File: src/rtl/mux_clock_display.sv
// Time-multiplexed seven-segment driver for NUM_FIELDS two-digit decimal fields.
// Fields are double-buffered so the digits only change at a frame wrap, never mid-scan.
module mux_clock_display #(
   parameter int NUM_FIELDS     = 3,
   parameter int SCAN_DIV       = 1000,
   parameter int BLINK_FRAMES   = 64,
   parameter int SEG_ACTIVE_LOW = 0
) (
   input  logic                    i_clk,
   input  logic                    i_rst,
   input  logic [7*NUM_FIELDS-1:0] i_fields_in,
   input  logic                    i_load,
   input  logic [NUM_FIELDS-1:0]   i_blink_mask,
   input  logic                    i_lz_blank,
   output logic [6:0]              o_seg,
   output logic                    o_dp,
   output logic [2*NUM_FIELDS-1:0] o_dig_en,
   output logic                    o_frame_done
);

   localparam int NUM_DIGITS = 2 * NUM_FIELDS;
   localparam int PW         = $clog2(SCAN_DIV);
   localparam int IW         = $clog2(NUM_DIGITS);
   localparam int BW         = (BLINK_FRAMES > 1) ? $clog2(BLINK_FRAMES) : 1;
   localparam logic ACT_LOW  = 1'(SEG_ACTIVE_LOW);

   function automatic logic [6:0] seg_pat(input logic [3:0] d);
      logic [6:0] p;
      case (d)
         4'd0:    p = 7'h3F;
         4'd1:    p = 7'h06;
         4'd2:    p = 7'h5B;
         4'd3:    p = 7'h4F;
         4'd4:    p = 7'h66;
         4'd5:    p = 7'h6D;
         4'd6:    p = 7'h7D;
         4'd7:    p = 7'h07;
         4'd8:    p = 7'h7F;
         4'd9:    p = 7'h6F;
         default: p = 7'h00;
      endcase
      return p;
   endfunction

   logic [PW-1:0]           r_presc;
   logic [IW-1:0]           r_idx;
   logic [7*NUM_FIELDS-1:0] r_pending;
   logic [7*NUM_FIELDS-1:0] r_active;
   logic [BW-1:0]           r_blink_cnt;
   logic                    r_phase;
   logic                    r_frame_done;
   logic [6:0]              r_seg;
   logic                    r_dp;
   logic [NUM_DIGITS-1:0]   r_dig_en;

   logic                    w_tc;
   logic                    w_frame;
   logic [IW-1:0]           w_k;
   logic                    w_ones;
   logic [6:0]              w_v;
   logic                    w_blink;
   logic [3:0]              w_digit;
   logic [6:0]              w_seg;
   logic                    w_dp;
   logic [NUM_DIGITS-1:0]   w_dig_en;
   logic [6:0]              w_field [NUM_FIELDS];

   genvar gi;
   generate
      for (gi = 0; gi < NUM_FIELDS; gi++) begin : g_field
         assign w_field[gi] = r_active[7*gi +: 7];
      end
   endgenerate

   assign w_tc    = (r_presc == PW'(SCAN_DIV - 1));
   assign w_frame = w_tc && (r_idx == IW'(NUM_DIGITS - 1));

   // Each field owns two adjacent digits: even index = ones, odd index = tens.
   always_comb begin
      w_k      = r_idx >> 1;
      w_ones   = ~r_idx[0];
      w_v      = '0;
      w_blink  = 1'b0;
      for (int i = 0; i < NUM_FIELDS; i++) begin
         if (w_k == IW'(i)) begin
            w_v     = w_field[i];
            w_blink = i_blink_mask[i];
         end
      end
      w_digit  = w_ones ? 4'(w_v % 7'd10) : 4'(w_v / 7'd10);
      w_dp     = w_ones && (w_k != '0);
      if (w_v >= 7'd100) begin
         w_seg = 7'h40;
      end else if (!w_ones && i_lz_blank && (r_idx == IW'(NUM_DIGITS - 1)) && (w_v < 7'd10)) begin
         w_seg = 7'h00;
      end else begin
         w_seg = seg_pat(w_digit);
      end
      if (w_blink && r_phase) begin
         w_seg = 7'h00;
         w_dp  = 1'b0;
      end
      w_dig_en = NUM_DIGITS'(1) << r_idx;
   end

   always_ff @(posedge i_clk) begin
      if (i_rst) begin
         r_presc      <= '0;
         r_idx        <= '0;
         r_pending    <= '0;
         r_active     <= '0;
         r_blink_cnt  <= '0;
         r_phase      <= 1'b0;
         r_frame_done <= 1'b0;
         r_seg        <= '0;
         r_dp         <= 1'b0;
         r_dig_en     <= '0;
      end else begin
         r_presc      <= w_tc ? '0 : r_presc + 1'b1;
         if (w_tc) begin
            r_idx <= w_frame ? '0 : r_idx + 1'b1;
         end
         r_frame_done <= w_frame;
         if (i_load) begin
            r_pending <= i_fields_in;
         end
         // A load landing on the wrap cycle bypasses pending so it shows in the very next frame.
         if (w_frame) begin
            r_active <= i_load ? i_fields_in : r_pending;
            if (r_blink_cnt == BW'(BLINK_FRAMES - 1)) begin
               r_blink_cnt <= '0;
               r_phase     <= ~r_phase;
            end else begin
               r_blink_cnt <= r_blink_cnt + 1'b1;
            end
         end
         r_seg        <= w_seg;
         r_dp         <= w_dp;
         r_dig_en     <= w_dig_en;
      end
   end

   assign o_seg        = r_seg ^ {7{ACT_LOW}};
   assign o_dp         = r_dp ^ ACT_LOW;
   assign o_dig_en     = r_dig_en ^ {NUM_DIGITS{ACT_LOW}};
   assign o_frame_done = r_frame_done;

endmodule

File: config.mk
export PLATFORM = sky130hd
export DESIGN_NAME = mux_clock_display
export DESIGN_NICKNAME = d
export VERILOG_FILES = /design/src/rtl/mux_clock_display.sv
export SDC_FILE = /design/constraint.sdc
export NUM_CORES = 1
export LEC_CHECK = 0
export BUFFER_PORTS_ARGS = -buffer_cell sky130_fd_sc_hd__buf_4
export CORE_ASPECT_RATIO = 1.4
export CORE_UTILIZATION = 50
export DETAILED_ROUTE_END_ITERATION = 10
export PLACE_DENSITY = 0.7
export SETUP_SLACK_MARGIN = 0.4
export SLEW_MARGIN = 5
export SYNTH_ARGS = -nofsm -noshare
export SYNTH_HDL_FRONTEND = slang
export SYNTH_SLANG_ARGS = --single-unit
File: constraint.sdc
create_clock -name i_clk -period 4.97 [get_ports i_clk]
set_clock_uncertainty 0.05 [all_clocks]
set_input_delay 0.497 -clock i_clk [delete_from_list [all_inputs] [get_ports i_clk]]
set_output_delay 0.497 -clock i_clk [all_outputs]
set_load 0.03 [all_outputs]
# ---- Word level (Yosys, flattened, before mapping)
# Memories as Yosys holds them, arrays and structs flattened.
# Cells that the tools add are included.
dict set report word_totals {
  romBits 112
  mem_count 1
  latchBits 0
  word_cells 51
  ram_bits 0
  reg_bits 77
}
dict set report classes {
  eq_ne 5
  order_cmp 2
  muxes 12
  div_mod_pow 2
  n_reduce_logical 12
  shift 1
  bitwise 2
  multipliers 0
  add_sub_neg 3
}
# memory depth width read_ports rd_ports_with_merged_regs write_ports line_no
set mem_list {}
lappend mem_list {{(no name shown)} 16 7 1 0 0 29} ;# case (d)
# operator count
set ops {}
lappend ops {{2-to-1 mux 7 bit} 5}
lappend ops {{2-to-1 mux 21 bit} 1}
lappend ops {{adder 10 x 1 -> 10 bit, second input constant} 1}
lappend ops {{equality test 10 bit, second input constant} 1}
lappend ops {{divider 7 x 4 -> 7 bit, second input constant} 1}
lappend ops {{greater-or-equal comparator 7 bit, second input constant} 1}
lappend ops {{< comparator 7 x 4 -> 1 bit, second input constant} 1}
lappend ops {{modulo 7 x 4 -> 7 bit, second input constant} 1}
lappend ops {{adder 6 x 1 -> 6 bit, second input constant} 1}
lappend ops {{equality test 6 bit, second input constant} 1}
lappend ops {{logical AND 1 bit} 6}
lappend ops {{2-to-1 mux 6 bit} 1}
lappend ops {{<< shifter 1 x 3 -> 6 bit, first input constant} 1}
lappend ops {{2-to-1 mux 4 bit} 1}
lappend ops {{OR reduction 2 bit} 2}
lappend ops {{OR reduction 4 bit} 1}
lappend ops {{adder 3 x 1 -> 3 bit, second input constant} 1}
lappend ops {{equality test 3 bit, second input constant} 1}
lappend ops {{zero test 3 bit} 1}
lappend ops {{2-to-1 mux 1 bit} 3}
lappend ops {{2-to-1 mux 3 bit} 1}
lappend ops {{nonzero test 3 bit} 1}
lappend ops {{equality test 2 x 1 -> 1 bit, second input constant} 1}
lappend ops {{equality test 2 bit, second input constant} 1}
lappend ops {{other kinds (2)} 3}

# ---- Longest topological paths before layout
# Gate-level depths: netlist of the first run.
# An unclocked memory read counts as a cell.
dict set report depth {
  word_depth 9
  mapped_depth 19
  mapped_depth_nobuf 16
}

# ---- Worst setup path before layout of the first run
# No wires, ideal clock.
dict set report synth_path {
  kind {register -> register}
  from {register r_idx[1]}
  to {register r_seg[6] (netlist: o_seg[6])}
  required_ns 4.800
  setup_time_ns 0.120
  synth_period_minus_slack_ns 3.940
  path_buffers 3
  t_arrival_ns 3.770
  slack_ns 1.030
  path_stages_with_launch 19
  path_cell_list {dfxtp_1 buf_6 mux2i_1 a2bb2oi_2 buf_2 nor2_1 xnor2_1 a211oi_1 ha_1 inv_1 a31oi_1 nand2_1 maj3_1 a2111oi_0 or4_1 and3_4 buf_6 nor4_1 a211o_1}
}
dict set report synth_via {
  elab_chain_cells 9
  elab_cells_between_ends 22
  cone_classes {div: 2; order compare: 2; eq/ne: 3; mux: 9; reduce/logical: 5; memory: 1}
}
# element line_no
set synth_lines {}
lappend synth_lines {{start, declared} 46} ;# logic [IW-1:0] r_idx;
lappend synth_lines {{start signal, assigned} 121} ;# r_idx <= w_frame ? '0 : r_idx + 1'b1;
lappend synth_lines {{zero test 3 bit} 85} ;# if (w_k == IW'(i)) begin
lappend synth_lines {{2-to-1 mux 7 bit (3 in series)} 85}
lappend synth_lines {{modulo 7 x 4 -> 7 bit or divider 7 x 4 -> 7 bit (tied branches)} 90} ;# w_digit = w_ones ? 4'(w_v % 7'd10) : 4'(w_v / 7'd10);
lappend synth_lines {{2-to-1 mux 4 bit} 90}
lappend synth_lines {{memory (16 x 7 bit)} -}
lappend synth_lines {{2-to-1 mux 7 bit} 94} ;# end else if (!w_ones && i_lz_blank && (r_idx == IW'(NUM_DIGITS - 1)) && (w_v < 7'd10)) begin
lappend synth_lines {{2-to-1 mux 7 bit} 92} ;# if (w_v >= 7'd100) begin
lappend synth_lines {{end signal, assigned} 137} ;# r_seg <= w_seg;
lappend synth_lines {{end, declared} 52} ;# logic [6:0] r_seg;
# Several ways; a longest one is shown, not always the timed one.
# A chain may end at the register's enable or synchronous reset.

# ---- Worst setup path in the final report of the first run
# Ends and elaborated chain as after synthesis.

==> results.ini, run 1 <==
[status]
run_status=finished clean

[cts]
cts.htree.levels=3
cts.path.max_buffers=2
worst_skew_pair.late_latency_ps=350
postCtsSetupBuffers=0
clk_pin_slew_worst_paths_ps=70
clock-root-buffer=clkbuf_8
cts_tree=done
cts.sinks=77
cts_buffers=9

[global_route]
grt.total_usage_pct=22.0
use_met3_pct=5.50
grt_pass1_wl_um=13200
grt-ovfl-total=0
antenna_found_initial=0
gr-usage-met1_pct=26.5
grt_max_degree=53
grt_pass1_vias=2836
busiest_layer=met2
use_met2_pct=34.9

[sta]
max_freq_mhz=234
worst_hold_slack_ps=356
fin_tns_setup_ps=0
finalCritPeriodShare_pct=86.1
rsz0062_at_grt=no
drv_slew=0
worst_pin_slew_ps=540
slew_headroom_pct=63.7
setup_viol=0
hold_violations=0
post-route-min-period_ps=4280

[finish]
final_core_util_pct=58.8
fin_nets=487
antenna_cells=0
layout-drive-gt1-share_pct=18.4
syn_to_final_growth_pct=14.3
fillers=654

[die]
io_pins=43
die-area_um2=7930
die_h_um=105
die_w_um=75.5
num_rows=37
core_area_um2=7360
initial_core_util_pct=51.4

[worst_setup_path]
crit_type=reg2reg
path_buf_inv=1
worstSetupEndpointType=flop
r2r-start=r_idx[1]
cp-start-kind=flop
crit_chain=mux2i_1 -> a2bb2oi_2 -> nor2_1 -> xnor2_1 -> a211oi_1 -> ha_1 -> inv_1 -> a31oi_1 -> nand2_1 -> maj3_1 -> a2111oi_0 -> or4_1 -> and3_4 -> nor4_1 -> a211o_1
crit_slowest_cell=dfxtp_2
crit_fanout=13
cp.required_ps=5170
cp-startpoint=r_idx[1]
arrival_ps=4480
crit_family=compound AO/OA/AOI/OAI gates
slowest_delay_ps=450

[flow_run]
cap_violations=0

[route]
drc=0
drtIter0Drc=214
wl_um=8150
vias=3068
ant_nets=0
firstDrtPassIters=4
wl_per_cell_um=14.8
viasPerCell=5.59

[worst_hold_path]
min_path_type=in2reg
hold_path.startpoint=i_fields_in[18]

[pwr]
switching_power_w=0.000262
netSwitchingFraction_pct=22.9
p_per_area_nw_per_um2=265
combPwrFrac_pct=6.0
clkPwrFrac_pct=38.5
p_int_w=0.000885
vdd_ir_drop_max_mv=0.230
p_seq_share_pct=55.5
power_leakage_nw=1.77
design_power_total_w=0.00115

[place]
io_buffers=42
dpl.hpwl_um=5990
place_congestion=0.976

[synth]
synth_warnings=0
async_flop_share_pct=0
ys_seq_elements=77
synth.distinct_cells=67
avgSynthCellArea_um2=9.17
synth_nets=453
syn-cell-area_um2=3790
syn_inst=413
yosysSeqAreaShare_pct=40.7
synth_top_flop_cell=dfxtp_1
synth_edf_count=0

[state kept, by name (all words and copies together), names as in the netlist]
name          flops
r_active         21
r_pending        21
r_presc          10
o_seg             7
o_dig_en          6
r_blink_cnt       6
r_idx             3
o_dp              1
o_frame_done      1
r_phase           1
[worst paths after layout]
kind / end / cells after the start / slack [ps]
max: o_seg[6] / 15 / 690
min: r_pending[18] / 3 / 360
max reg2reg: o_seg[6] / 15 / 690
min reg2reg: r_presc[0] / 1 / 420
[cell families (layout without fill, tap and decap cells)]
family | count (synthesis) | in the layout | share of synthesized area (%)
AOI/OAI and AO/OA | 88 | 88 | 18.8
and+or+nand+nor | 148 | 148 | 18.9
buffers and inverters | 39 | 78 | 5.12
DFF | 77 | 77 | 40.7
xor gates and xnor gates | 17 | 17 | 3.93
adders and majority gates | 13 | 13 | 4.23
muxes | 31 | 31 | 8.29
[per-stage QoR]
| step | area, um2 | setup WS (ps) | instances |
|---|---|---|---|
| global placement | 4140 | 533 | 533 |
| floorplan | 3790 | 1030 | 413 |
| detailed placement | 4140 | 479 | 533 |
| CTS | 4330 | 471 | 549 |
| global route | 4330 | 439 | 549 |
| finish | 4330 | 690 | 549 |
[layout make-up]
class | instances | area, um2 | area share, %
multi-input cells | 297 | 2050 | 47.4
flip-flops and latches | 77 | 1540 | 35.6
repair buffers | 51 | 383 | 8.84
clock buffers | 13 | 169 | 3.90
well taps | 97 | 121 | 2.80
inverters | 11 | 41.3 | 0.954
clock inverters | 3 | 18.8 | 0.434
[power groups by stage]
stage	logic [W]	clock network, W	registers [W]
6_report	0.0000691	0.000441	0.000637
5_1_grt	0.0000761	0.000474	0.000639
4_1_cts	0.0000701	0.000455	0.000637
3_5_place_dp	0.0000700	0	0.000652
3_3_place_gp	0.0000688	0	0.000651
2_1_floorplan	0.0000357	0	0.000656
[tightest hold or removal path: stages]
cell and delay, ps:
buf_4 80, mux2i_1 70, nor2_1 80
[what timing repair did]
action | CTS | global route
endpoints found under the setup margin | 0 | 6
resized for setup | 0 | 2
hold buffers | 0 | 0
[cells in the mapped netlist (all sizes together), types with 2 or more instances]
cell | count | share of area, %
dfxtp | 77 | 41
nor2 | 70 | 6.9
mux2i | 31 | 8.3
nand2 | 19 | 2.1
a211oi | 17 | 3.4
buf | 16 | 2.8
nand3 | 13 | 1.7
clkbuf | 12 | 1.2
ha | 12 | 4.0
o21ai | 11 | 1.5
inv | 10 | 0.99
xnor2 | 10 | 2.3
a21oi | 9 | 1.3
a31oi | 7 | 1.6
nor4 | 7 | 1.2
xor2 | 7 | 1.6
and3 | 6 | 1.1
nand4 | 6 | 0.99
nor3 | 6 | 0.79
o22a | 6 | 1.4
or3 | 6 | 0.99
a2bb2oi | 5 | 1.7
o2bb2ai | 5 | 1.8
a211o | 3 | 0.69
a21o | 3 | 0.59
nand3b | 3 | 0.59
o211ai | 3 | 0.59
a21boi | 2 | 0.40
and2 | 2 | 0.33
nand2b | 2 | 0.33
nor2b | 2 | 0.53
o21a | 2 | 0.40
[routing by layer]
metal | routed length [um] | vias to the layer above
li1 | - | 1556
met1 | 3540 | 1424
met2 | 4040 | 66
met3 | 273 | 22
met4 | 297 | 0
met5 | 0 | -
[placed cells by master, fill, tap and decap left out, drive strengths merged, types with 6 or more instances in the layout]
master / n
ha: 12
a31oi: 7
buf: 51
clkbuf: 13
inv: 10
nor3: 6
dfxtp: 77
nand4: 6
a21oi: 9
mux2i: 31
and3: 6
nor2: 70
o22a: 6
nor4: 7
or3: 6
a211oi: 17
o21ai: 11
xnor2: 10
nand2: 19
xor2: 7
nand3: 13
(Power assumes the default switching activity.)
==> run 2, diff against run 1 <==
--- a/config.mk
+++ b/config.mk
@@ -8,6 +8,7 @@
 export BUFFER_PORTS_ARGS = -buffer_cell sky130_fd_sc_hd__buf_4
 export CORE_ASPECT_RATIO = 1.4
 export CORE_UTILIZATION = 50
+export CTS_BUF_LIST = sky130_fd_sc_hd__clkbuf_16
 export DETAILED_ROUTE_END_ITERATION = 10
 export PLACE_DENSITY = 0.7
 export SETUP_SLACK_MARGIN = 0.4
==> constraint.sdc (replaced) <==
create_clock -name i_clk -period 5.5 [get_ports i_clk]
set_clock_uncertainty 0.05 [all_clocks]
set_input_delay 0.55 -clock i_clk [delete_from_list [all_inputs] [get_ports i_clk]]
set_output_delay 0.55 -clock i_clk [all_outputs]
set_load 0.03 [all_outputs]
==> run 2 against run 1 <==
Design area increased by 2.4%. Non-clock buffer count down 2. Clock power increased by 38%. Sequential share of layout area shrank 0.87 points. Via count fell by 0.62%. Combinational power down 9.8%. Worst hold slack gained 70 ps. Critical path type unchanged. Critical endpoint is now o_seg[0]. Largest cell class unchanged. Largest power group is now the clock network.
==> results.ini, run 2 (same netlist as run 1, synthesis figures left out) <==
[status]
run_status=finished clean  ; unchanged

[worst_setup_path]
crit_type=reg2reg  ; unchanged
worstSetupEndpointType=flop  ; unchanged
cp-start-kind=flop  ; unchanged
crit_fanout=13  ; unchanged
cp.required_ps=5710  ; was 5170 ps
arrival_ps=4770  ; was 4480 ps

[route]
wl_um=8130  ; was 8150 um
wl_per_cell_um=14.9  ; was 14.8 um
firstDrtPassIters=4  ; unchanged
drtIter0Drc=325  ; was 214
ant_nets=0  ; unchanged
viasPerCell=5.57  ; was 5.59
vias=3049  ; was 3,068
drc=0  ; unchanged

[die]
die-area_um2=7930  ; unchanged
initial_core_util_pct=51.4  ; unchanged
core_area_um2=7360  ; unchanged
die_w_um=75.5  ; unchanged
die_h_um=105  ; unchanged
io_pins=43  ; unchanged
num_rows=37  ; unchanged

[global_route]
grt_max_degree=53  ; unchanged
grt_pass1_vias=2946  ; was 2,836
antenna_found_initial=0  ; unchanged
grt-ovfl-total=0  ; unchanged
grt_pass1_wl_um=13600  ; was 13,200 um
grt.total_usage_pct=22.6  ; was 22.0%

[cts]
postCtsSetupBuffers=0  ; unchanged
cts_tree=done  ; unchanged
cts_buffers=9  ; unchanged
cts.path.max_buffers=2  ; unchanged
cts.sinks=77  ; unchanged
post_cts_resized=0  ; unchanged
clk_pin_slew_worst_paths_ps=60  ; was 70 ps
clock-root-buffer=clkbuf_16  ; was clkbuf_8
cts.htree.levels=3  ; unchanged
worst_skew_pair.late_latency_ps=330  ; was 350 ps
hold_buffers=0  ; unchanged

[finish]
layout-drive-gt1-share_pct=17.1  ; was 18.4%
antenna_cells=0  ; unchanged
fin_nets=485  ; was 487
fillers=632  ; was 654
syn_to_final_growth_pct=17.1  ; was 14.3%
reg_top3=r_active: 21 flops, r_pending: 21 flops, r_presc: 10 flops  ; unchanged
layout_common_cells=dfxtp_1 (77), nor2_1 (69), buf_4 (49)  ; was dfxtp_1 (76), nor2_1 (69), buf_4 (51)
layout_commonest_cell=dfxtp_1  ; unchanged
final_core_util_pct=60.2  ; was 58.8%

[pwr]
p_per_area_nw_per_um2=281  ; was 265 nW/um2
power_leakage_nw=1.82  ; was 1.77 nW
vdd_ir_drop_max_mv=0.216  ; was 0.230 mV

[place]
place_congestion=0.945  ; was 0.976
io_buffers=42  ; unchanged
dpl.hpwl_um=5950  ; was 5990 um

[sta]
rsz0062_at_grt=no  ; unchanged
post-route-min-period_ps=4560  ; was 4280 ps
setup_viol=0  ; unchanged
max_freq_mhz=219  ; was 234 MHz
hold_violations=0  ; unchanged
drv_slew=0  ; unchanged
worst_pin_slew_ps=776  ; was 540 ps
slew_headroom_pct=48.1  ; was 63.7%
fin_tns_setup_ps=0  ; unchanged
finalCritPeriodShare_pct=83.0  ; was 86.1%

[flow_run]
cap_violations=0  ; unchanged

[worst_hold_path]
min_path_type=reg2reg  ; was in2reg

[run 2: cell types whose count changed in the layout (fill, tap and decap cells not counted), sizes merged]
cell	previous run	this run
buf	51	49
bufinv	0	2
clkbuf	13	9
clkinv	4	3
inv	10	13
[run 2: worst max-delay path: stages, from the launching register on]
cell	delay, ps
dfxtp_1	500
buf_4	280
a2bb2oi_1	670
nand2_1	230
nor4_1	230
a211oi_1	130
ha_1	270
o21ai_0	100
a22oi_1	100
o211ai_1	330
a311o_1	170
a21boi_0	440
inv_1	190
ha_1	240
or3_1	370
a31oi_1	170
[run 2: routing by layer]
metal / up-vias / GRT usage [%] / share of wire [%]
met5: - / 0 / 0
li1: 1553 / - / -
met4: 0 / 11.5 / 3.8
met1: 1384 / 26.6 / 42
met3: 29 / 6.36 / 4.3
met2: 83 / 36.6 / 50
[run 2: power by group]
| group | leakage, nW | internal (W) | switching, W | total (W) |
|---|---|---|---|---|
| Combinational | 1.03 | 0.0000289 | 0.0000334 | 0.0000623 |
| Clock | 0.161 | 0.000391 | 0.000215 | 0.000607 |
| Sequential | 0.628 | 0.000572 | 0.00000518 | 0.000577 |
| Total | 1.82 | 0.000992 | 0.000254 | 0.00125 |
[run 2: layout make-up]
type	count	area, um2	share of cell area [%]
Clock buffer	9	225	5.08
Clock inverter	7	83.8	1.89
Inverter	11	41.3	0.931
Multi-Input combinational cell	297	2050	46.3
Sequential cell	77	1540	34.8
Tap cell	97	121	2.74
Timing Repair Buffer	49	368	8.30
[run 2: stage by stage]
step	total power, W	setup WS (ps)	cell area, um2	hold slack (ps)	std cells
after global routing	0.00129	507	4430	456	547
after detailed placement	0.000652	1020	4130	412	531
after floorplan	0.000625	1560	3790	380	413
after CTS	0.00126	1010	4430	427	547
final	0.00125	937	4430	426	547
after global placement	0.000651	1070	4130	394	531
[run 2: worst paths after layout]
| check | from | to | slack [ps] | depth (start not counted) |
|---|---|---|---|---|
| min reg2reg | r_presc[0] | r_presc[0] | 430 | 1 |
| max | r_idx[2] | o_seg[0] | 940 | 15 |
| max reg2reg | r_idx[2] | o_seg[0] | 940 | 15 |
| min | r_presc[0] | r_presc[0] | 430 | 1 |
